[config.mk]
export PLATFORM = sky130hd
export DESIGN_NAME = mmio_uart_tx
export DESIGN_NICKNAME = d
export VERILOG_FILES = /design/src/rtl/mmio_uart_tx.sv
export SDC_FILE = /design/constraint.sdc
export NUM_CORES = 1
export LEC_CHECK = 0
export BUFFER_PORTS_ARGS = -buffer_cell sky130_fd_sc_hd__buf_2
export CORE_ASPECT_RATIO = 1.75
export CORE_MARGIN = 2
export CORE_UTILIZATION = 35
export CTS_BUF_LIST = sky130_fd_sc_hd__clkbuf_4
export CTS_CLUSTER_SIZE = 24
export DETAILED_ROUTE_END_ITERATION = 8
export GPL_TIMING_DRIVEN = 1
export PLACE_DENSITY = 0.57
export SLEW_MARGIN = 25
export SYNTH_ARGS = -nofsm -noshare
export SYNTH_HDL_FRONTEND = slang
export SYNTH_SLANG_ARGS = --single-unit
[constraint.sdc]
create_clock -name clk_i -period 3.95 [get_ports clk_i]
set_input_delay 0.79 -clock clk_i [delete_from_list [all_inputs] [get_ports clk_i]]
set_output_delay 0.79 -clock clk_i [all_outputs]
set_load 0.01 [all_outputs]
[src/rtl/mmio_uart_tx.sv]
`timescale 1ns/1ps
// -----------------------------------------------------------------------------
// mmio_uart_tx
//   Memory-mapped 8N1 UART transmitter. The CPU pushes bytes into a small TX
//   FIFO through the TXDATA register. A serialiser drains the FIFO at a
//   programmable number of clocks per bit.
//
//   Register map (addr_i[3:2] selects, addr_i[1:0] ignored):
//     0x0 TXDATA  (W)    push wdata_i[7:0]; reads 0
//     0x4 STATUS  (R/W1C) {overflow, busy, empty, full}; write 1 to bit3 clears
//     0x8 DIVISOR (R/W)  clocks per bit in [15:0], values < 2 stored as 2
//     0xC         reads 0, writes ignored
//
//   Ports:
//     clk_i, rst_ni      clock, asynchronous active-low reset
//     we_i, re_i         bus write / read strobes (both honoured together)
//     addr_i, wdata_i    bus address and write data
//     rdata_o            registered read data, valid the cycle after re_i
//     tx_o               serial line, idle high
//     busy_o             high while a frame is on the line
// -----------------------------------------------------------------------------
module mmio_uart_tx #(
    parameter int unsigned FIFO_DEPTH  = 8,
    parameter int unsigned DEFAULT_DIV = 868
) (
    input  logic        clk_i,
    input  logic        rst_ni,
    input  logic        we_i,
    input  logic        re_i,
    input  logic [3:0]  addr_i,
    input  logic [31:0] wdata_i,
    output logic [31:0] rdata_o,
    output logic        tx_o,
    output logic        busy_o
);

    localparam int unsigned PTR_W = $clog2(FIFO_DEPTH);
    localparam int unsigned CNT_W = PTR_W + 1;

    localparam logic [1:0] REG_TXDATA  = 2'd0;
    localparam logic [1:0] REG_STATUS  = 2'd1;
    localparam logic [1:0] REG_DIVISOR = 2'd2;

    typedef enum logic [1:0] {
        ST_IDLE,
        ST_START,
        ST_DATA,
        ST_STOP
    } state_e;

    state_e             state_q, state_d;
    logic [7:0]         shift_q, shift_d;
    logic [2:0]         bit_idx_q, bit_idx_d;
    logic [15:0]        timer_q, timer_d;
    logic [15:0]        act_div_q, act_div_d;
    logic [15:0]        div_q;
    logic               overflow_q;
    logic [31:0]        rdata_q;

    logic [7:0]         fifo_mem [FIFO_DEPTH];
    logic [PTR_W-1:0]   wr_ptr_q, rd_ptr_q;
    logic [CNT_W-1:0]   count_q, count_d;

    logic [1:0]         reg_sel;
    logic               fifo_full, fifo_empty;
    logic               push_req, push, pop;
    logic               bit_done;

    // Address low bits and upper write-data bits carry no meaning here.
    logic               unused_bits;
    assign unused_bits = ^{addr_i[1:0], wdata_i[31:16]};

    assign reg_sel    = addr_i[3:2];
    assign fifo_full  = (count_q == CNT_W'(FIFO_DEPTH));
    assign fifo_empty = (count_q == '0);
    // Full is judged on the registered count, so a same-cycle pop does not
    // make room for a push that arrives while full.
    assign push_req   = we_i && (reg_sel == REG_TXDATA);
    assign push       = push_req && !fifo_full;
    assign bit_done   = (timer_q == '0);

    // ---------------------------------------------------------------- FIFO
    always_comb begin
        count_d = count_q;
        if (push && !pop) begin
            count_d = count_q + CNT_W'(1);
        end else if (pop && !push) begin
            count_d = count_q - CNT_W'(1);
        end
    end

    // NOTE: the storage array has no reset; the pointers and count define
    // which entries are valid, so reset alone discards the contents.
    always_ff @(posedge clk_i) begin
        if (push) begin
            fifo_mem[wr_ptr_q] <= wdata_i[7:0];
        end
    end

    // ----------------------------------------------------- serialiser FSM
    // NOTE: every combinational output gets a default before the case so
    // that no path leaves a variable unassigned (which would infer a latch).
    always_comb begin
        state_d   = state_q;
        shift_d   = shift_q;
        bit_idx_d = bit_idx_q;
        timer_d   = timer_q;
        act_div_d = act_div_q;
        pop       = 1'b0;

        unique case (state_q)
            ST_IDLE: begin
                if (!fifo_empty) begin
                    state_d   = ST_START;
                    pop       = 1'b1;
                    shift_d   = fifo_mem[rd_ptr_q];
                    act_div_d = div_q;
                    timer_d   = div_q - 16'd1;
                end
            end
            ST_START: begin
                if (bit_done) begin
                    state_d   = ST_DATA;
                    bit_idx_d = 3'd0;
                    timer_d   = act_div_q - 16'd1;
                end else begin
                    timer_d = timer_q - 16'd1;
                end
            end
            ST_DATA: begin
                if (bit_done) begin
                    timer_d = act_div_q - 16'd1;
                    if (bit_idx_q == 3'd7) begin
                        state_d = ST_STOP;
                    end else begin
                        bit_idx_d = bit_idx_q + 3'd1;
                        shift_d   = {1'b0, shift_q[7:1]};
                    end
                end else begin
                    timer_d = timer_q - 16'd1;
                end
            end
            ST_STOP: begin
                if (bit_done) begin
                    if (!fifo_empty) begin
                        // Back-to-back frame: skip IDLE so no gap appears.
                        state_d   = ST_START;
                        pop       = 1'b1;
                        shift_d   = fifo_mem[rd_ptr_q];
                        act_div_d = div_q;
                        timer_d   = div_q - 16'd1;
                    end else begin
                        state_d = ST_IDLE;
                    end
                end else begin
                    timer_d = timer_q - 16'd1;
                end
            end
            default: state_d = ST_IDLE;
        endcase
    end

    // Line level decoded from state so reset drives it high immediately.
    always_comb begin
        tx_o = 1'b1;
        if (state_q == ST_START) begin
            tx_o = 1'b0;
        end else if (state_q == ST_DATA) begin
            tx_o = shift_q[0];
        end
    end

    assign busy_o  = (state_q != ST_IDLE);
    assign rdata_o = rdata_q;

    // NOTE: sequential state uses non-blocking assignments so every register
    // samples pre-edge values regardless of statement order.
    always_ff @(posedge clk_i or negedge rst_ni) begin
        if (!rst_ni) begin
            state_q    <= ST_IDLE;
            shift_q    <= '0;
            bit_idx_q  <= '0;
            timer_q    <= '0;
            act_div_q  <= 16'(DEFAULT_DIV);
            div_q      <= 16'(DEFAULT_DIV);
            overflow_q <= 1'b0;
            rdata_q    <= '0;
            wr_ptr_q   <= '0;
            rd_ptr_q   <= '0;
            count_q    <= '0;
        end else begin
            state_q   <= state_d;
            shift_q   <= shift_d;
            bit_idx_q <= bit_idx_d;
            timer_q   <= timer_d;
            act_div_q <= act_div_d;
            count_q   <= count_d;

            if (push) begin
                wr_ptr_q <= wr_ptr_q + PTR_W'(1);
            end
            if (pop) begin
                rd_ptr_q <= rd_ptr_q + PTR_W'(1);
            end

            if (push_req && fifo_full) begin
                overflow_q <= 1'b1;
            end else if (we_i && (reg_sel == REG_STATUS) && wdata_i[3]) begin
                overflow_q <= 1'b0;
            end

            if (we_i && (reg_sel == REG_DIVISOR)) begin
                div_q <= (wdata_i[15:0] < 16'd2) ? 16'd2 : wdata_i[15:0];
            end

            if (re_i) begin
                unique case (reg_sel)
                    REG_STATUS:  rdata_q <= {28'd0, overflow_q, busy_o, fifo_empty, fifo_full};
                    REG_DIVISOR: rdata_q <= {16'd0, div_q};
                    default:     rdata_q <= '0;
                endcase
            end
        end
    end

endmodule
==> results of run 1 <==
-- routing by layer --
| layer | vias to the layer above | track usage | part of all wire |
|---|---|---|---|
| met2 | 121 | 0.340 | 0.58 |
| met1 | 2728 | 0.184 | 0.36 |
| met3 | 28 | 0.0291 | 0.027 |
| met5 | - | 0 | 0 |
| li1 | 2560 | - | - |
| met4 | 0 | 0.0689 | 0.027 |
-- registers in the layout, indices dropped and copies added (netlist names), 3 cells and up --
| register | count |
|---|---|
| timer_q | 16 |
| wr_ptr_q | 3 |
| bit_idx_q | 3 |
| act_div_q | 16 |
| fifo_mem | 64 |
| shift_q | 8 |
| div_q | 16 |
| count_q | 4 |
| rd_ptr_q | 3 |
| rdata_o | 16 |
-- synth_stat cells (all sizes together) (4+ instances only) --
| master | number |
|---|---|
| nor2 | 34 |
| nor4 | 17 |
| inv | 41 |
| edfxtp | 64 |
| ha | 18 |
| mux2 | 40 |
| or4 | 10 |
| dfstp | 10 |
| a21oi | 28 |
| nand3 | 22 |
| or2 | 4 |
| xnor2 | 21 |
| clkbuf | 25 |
| o31ai | 6 |
| o31a | 4 |
| dfrtp | 78 |
| buf | 24 |
| a22oi | 6 |
| o2bb2ai | 10 |
| a31oi | 6 |
| xor2 | 13 |
| o22ai | 8 |
| nor3 | 16 |
| a211oi | 6 |
| mux4 | 16 |
| o21ai | 40 |
| a211o | 4 |
| nand4 | 5 |
| or3 | 11 |
| mux2i | 6 |
| nand2 | 22 |
-- cell families after synthesis --
group | synth area share
other | 0.000479
muxes | 0.111
adders and majority gates | 0.0313
and+or+nand+nor | 0.110
DFF | 0.528
AOI/OAI and AO/OA | 0.128
buffers and inverters | 0.0529
xor gates and xnor gates | 0.0380
-- through the flow --
| step | cells | hold WS, ns | setup slack [ns] | total power [uW] |
|---|---|---|---|---|
| finish | 1017 | 0.306 | 0.599 | 6510 |
| global route | 1017 | 0.352 | 0.360 | 6930 |
| CTS | 1016 | 0.305 | 0.560 | 6550 |
| detailed placement | 984 | 0.512 | 0.599 | 5240 |
| global placement | 984 | 0.481 | 0.621 | 5180 |
| floorplan | 679 | 0.467 | 0.745 | 4400 |
-- where the power goes --
part	switching (uW)	internal [uW]	leakage, uW
sequential	469	2030	0.00166
clock	578	707	0.000205
combinational	1470	1250	0.00147
-- final cells by class --
class | count | area [sq um]
timing repair buffer | 58 | 340
multi-input combinational | 437 | 3340
fill | 2121 | 13300
clock inverter | 14 | 272
antenna | 1 | 2.50
tap | 296 | 370
clock buffer | 18 | 135
sequential | 152 | 4140
inverter | 41 | 154
-- cell usage in the layout, fill, tap and decap left out, types with 4 or more instances in the layout --
cell,count
o2bb2ai_1,10
o31ai_1,5
a211o_1,4
a22oi_1,6
buf_2,38
clkbuf_4,18
a31oi_1,6
ha_1,18
xnor2_1,21
o21ai_0,40
dfstp_2,10
mux2_2,40
o22ai_1,8
nor4_1,15
buf_4,20
o31a_1,4
or2_2,4
nand2_1,22
or4_1,9
nor2_1,33
or3_1,9
xor2_1,13
a211oi_1,6
nor3_1,15
dfrtp_1,77
a21oi_1,28
conb_1,16
edfxtp_1,64
inv_1,41
bufinv_16,7
mux2i_1,6
mux4_2,16
nand3_1,22
nand4_1,5
clkinv_4,4
-- how the worst max path moves through the flow --
stage,start,end,slack [ns],cells past startpoint
after floorplan,timer_q[0]$_DFF_PN0_,count_q[3]$_DFFE_PN0P_,0.75,16
final,timer_q[11]$_DFF_PN0_,count_q[3]$_DFFE_PN0P_,0.60,14
after CTS,timer_q[11]$_DFF_PN0_,count_q[3]$_DFFE_PN0P_,0.56,14
after global routing,timer_q[11]$_DFF_PN0_,count_q[3]$_DFFE_PN0P_,0.36,14
after detailed placement,timer_q[11]$_DFF_PN0_,count_q[3]$_DFFE_PN0P_,0.60,14
after global placement,timer_q[11]$_DFF_PN0_,count_q[3]$_DFFE_PN0P_,0.62,14
==> impl_metrics.toml, run 1 <==
[clock_tree]
clockRootBuffer = "clkbuf_4"
clkTransAtPathRegs_ns = 0.13
ctsLongestPathBuffers = 2
cts_resized = 0
cts_buffers = 17
clkLatencyLatePin_ns = 0.56
cts_max_level = 4
cts_tree = "yes"
cts-hold-fix-buffers = 0
cts_setup_buffers = 0
clock-sinks = 152

[synthesis]
synthFlopType = "dfrtp_1"
ys_async_sr_fraction = 0.579
avgSynthCellArea_sq_um = 11.8
synth_area_sq_um = 7830
synth_top_area_frac = 0.249
syn-instance-count = 664
ys_types = 72
yosysSeqAreaShare = 0.528
synth_top_area_cell = "dfrtp_1"
synth.area.top_cells = "dfrtp_1 25%, edfxtp_1 25%, mux2_2 5.8%"
synth_enable_flop_cells = 64
ys.warnings.count = 0
ys_ff_latch = 152

[worst_setup_path]
r2r_cells = 14
crit_required_ns = 4.39
path_cells = "or3_1 -> nor4_1 -> a31oi_1 -> nor3_1 -> buf_4 -> inv_1 -> ha_1 -> inv_1 -> ha_1 -> a21o_1 -> a21oi_1 -> xnor2_1 -> nor2_1 -> xor2_1"
worstSetupPathType = "reg -> reg"
critPathLaunchType = "flip-flop"
slowest_stage = "dfrtp_1"
cp_top_family = "simple AND/OR/NAND/NOR gates"
rrSetupSlack_ns = 0.60
cpPeakStageDelay_ns = 0.48
crit_arrival_ns = 3.79
crit_fanout = 7
rr_startpoint = "timer_q[11]$_DFF_PN0_"
end_kind = "flip-flop"
rr_endpoint = "count_q[3]$_DFFE_PN0P_"
path_buf_inv = 3

[layout]
drive_gt1_frac = 0.238
final_nets = 766
final_util = 0.397
final_area_sq_um = 8750
area_growth_pct = 11.8

[global_routing]
grt_pass1_wl_um = 31900
grt_pass1_vias = 5867
grt_max_degree = 67
grt.total_usage = 0.177
grt_overflow_total = 0
grt_antenna_before_repair = 1

[min_path]
hold_path_class = "in -> async"

[detailed_routing]
drt_iter0_drc = 274
postRouteAntennaNets = 0
via_count = 5437
dr.pass1.iters = 4
detail_route.wl_per_cell_um = 19.2
vias_per_cell = 5.35
route.detailed.drc = 0
wl_um = 19500

[job]
cap_violations = 0

[floorplan]
die-area_sq_um = 23600
placeableCoreArea_sq_um = 22100
start_util = 0.355
io_pins = 74
dieWidth_um = 117
row_count = 72
fp.dieH_um = 202

[power_and_ir_drop]
power.density_nw_per_um2 = 744
peakVddDrop_v = 0.000496
power.leakage_uw = 0.00333

[timing]
setup_viol = 0
clock.fmax_ghz = 0.298
rsz0062_at_grt = "no"
tightest_slew_ns = 1.00
post-route-min-period_ns = 3.35
tns_ns = 0
skew_ns = 0.0222
slew_viol_final = 0
relSlewSlack = 0.325
hold_violations = 0
min_period_over_period = 0.848

[place]
place_hpwl_um = 14700
port_buffers = 39
placed_area_sq_um = 8340
gp_congestion = 0.888

[status]
outcome = "finished clean"
(Power assumes the default switching activity.)
==> run 2, diff against run 1 <==
--- a/config.mk
+++ b/config.mk
@@ -13,7 +13,7 @@
 export CTS_CLUSTER_SIZE = 24
 export DETAILED_ROUTE_END_ITERATION = 8
 export GPL_TIMING_DRIVEN = 1
-export PLACE_DENSITY = 0.57
+export PLACE_DENSITY = 0.59
 export SLEW_MARGIN = 25
 export SYNTH_ARGS = -nofsm -noshare
 export SYNTH_HDL_FRONTEND = slang
==> constraint.sdc (replaced) <==
create_clock -name clk_i -period 2.8 [get_ports clk_i]
set_input_delay 0.56 -clock clk_i [delete_from_list [all_inputs] [get_ports clk_i]]
set_output_delay 0.56 -clock clk_i [all_outputs]
set_load 0.01 [all_outputs]
==> run 2 against run 1 <==
Effect of this change: the run now ends with negative setup slack left; utilization is 1.4 points higher; register-to-register slack worse by 0.64 ns; critical path depth stayed put; via count is 1.0% higher; setup slack worse by 0.64 ns; clock power is 19% higher; clock skew is 0.0014 ns lower; sequential power is 38% higher; global-route usage hardly changed; combinational power is 59% higher; fmax is 18% higher; final area is 3.5% higher; largest power group unchanged.
==> impl_metrics.toml, run 2 (synthesis results as in run 1) <==
[min_path]
hold_path_class = "in -> reg"

[detailed_routing]
wl_um = 19400
postRouteAntennaNets = 0
dr.pass1.iters = 4
vias_per_cell = 5.25
detail_route.wl_per_cell_um = 18.5
via_count = 5494
drt_iter0_drc = 367
route.detailed.drc = 0

[layout]
layout_common_cells = "78 x dfrtp_1, 64 x edfxtp_1, 47 x buf_4"
final_util = 0.410
drive_gt1_frac = 0.287
largest_register_ffs = 64
final_area_sq_um = 9060
regMostFlops = "fifo_mem"
final_nets = 796
area_growth_pct = 15.7
layout_commonest_cell = "dfrtp_1"

[timing]
skew_ns = 0.0208
setup_viol = 2
whs_ns = 0.244
tightest_slew_ns = 0.760
layout_setup_ws_ns = -0.0400
rsz0062_at_grt = "yes"
clock.fmax_ghz = 0.352
min_period_over_period = 1.01
slew_viol_final = 0
hold_violations = 0
post-route-min-period_ns = 2.84
tns_ns = -0.0491
relSlewSlack = 0.493

[worst_setup_path]
crit_required_ns = 3.26
crit_fanout = 3
end_kind = "flip-flop"
critPathLaunchType = "flip-flop"
crit_arrival_ns = 3.30
worstSetupPathType = "reg -> reg"

[global_routing]
grt_overflow_total = 0
grt_pass1_vias = 5746
grt_pass1_wl_um = 31400
grt_antenna_before_repair = 1
grt_max_degree = 50
grt.total_usage = 0.176

[floorplan]
start_util = 0.355
dieWidth_um = 117
fp.dieH_um = 202
placeableCoreArea_sq_um = 22100
die-area_sq_um = 23600
row_count = 72
io_pins = 74

[clock_tree]
clkLatencyLatePin_ns = 0.57
cts_tree = "yes"
cts_max_level = 4
clkTransAtPathRegs_ns = 0.13
cts_buffers = 17
clock-sinks = 152
clockRootBuffer = "clkbuf_4"
ctsLongestPathBuffers = 2

[power_and_ir_drop]
power.leakage_uw = 0.00348
power.density_nw_per_um2 = 1030
fin_total_pwr_uw = 9300
peakVddDrop_v = 0.000690

[place]
placed_area_sq_um = 8630
gp_congestion = 0.892
port_buffers = 39
place_hpwl_um = 14300

[status]
failed_checks = "negative setup slack"
outcome = "finished, violations left"

[job]
cap_violations = 0
## run 2: per-layer routing
layer | wire [um] | global-route usage | vias to the layer above
li1 | - | - | 2622
met1 | 7240 | 0.191 | 2674
met2 | 10700 | 0.317 | 150
met3 | 581 | 0.0327 | 48
met4 | 805 | 0.0950 | 0
met5 | 0 | 0 | -
## run 2: power breakdown
group | internal [uW] | switching, uW | leakage [uW]
Clock | 725 | 817 | 0.000174
Sequential | 2870 | 572 | 0.00166
Combinational | 2050 | 2270 | 0.00165
Total | 5640 | 3660 | 0.00348
## run 2: layout make-up
type / count / area [sq um]
fillers: 2132 / 13000
well taps: 296 / 370
repair buffers: 88 / 593
diodes: 1 / 2.50
clock inverters: 14 / 194
flip-flops and latches: 152 / 4140
inverters: 41 / 156
clock buffers: 18 / 135
multi-input cells: 437 / 3470
## run 2: what timing repair did
item	4_1_cts	5_1_grt
endpoints found under the setup margin	1	3
hold buffers	1	0
buffers inserted	0	2
pin swaps	1	9
hold endpoints to repair	21	0
gates resized for setup	0	10
## run 2: through the flow
step / std cells / worst slack, ns
after floorplan: 679 / -0.0259
after global placement: 1011 / -0.0142
after detailed placement: 1011 / -0.0301
after CTS: 1044 / 0.00853
after global routing: 1047 / -0.191
final: 1047 / -0.0400
## run 2: path summary, 6_finish.rpt
path,to,from,slack [ns],depth (start not counted)
max in group asynchronous,act_div_q[6]$_DFFE_PN1P_,rst_ni,1.72,3
hold reg to reg,overflow_q$_DFFE_PN0P_,overflow_q$_DFFE_PN0P_,0.51,1
setup / recovery,count_q[3]$_DFFE_PN0P_,timer_q[10]$_DFF_PN0_,-0.04,14
setup reg to reg,count_q[3]$_DFFE_PN0P_,timer_q[10]$_DFF_PN0_,-0.04,14
hold / removal,div_q[9]$_DFFE_PN1P_,wdata_i[9],0.24,2
min in group asynchronous,timer_q[14]$_DFF_PN0_,rst_ni,0.42,2
## run 2: critical path, cell delays in order, from the launching register on
cell     delay [ns]
dfrtp_1        0.39
or3_4          0.40
nor4_4         0.28
buf_4          0.19
a31oi_4        0.12
nor3_4         0.27
inv_2          0.07
ha_4           0.17
inv_4          0.06
ha_4           0.18
a21o_1         0.16
a21oi_2        0.12
xnor2_1        0.13
nor2_1         0.07
xor2_1         0.13
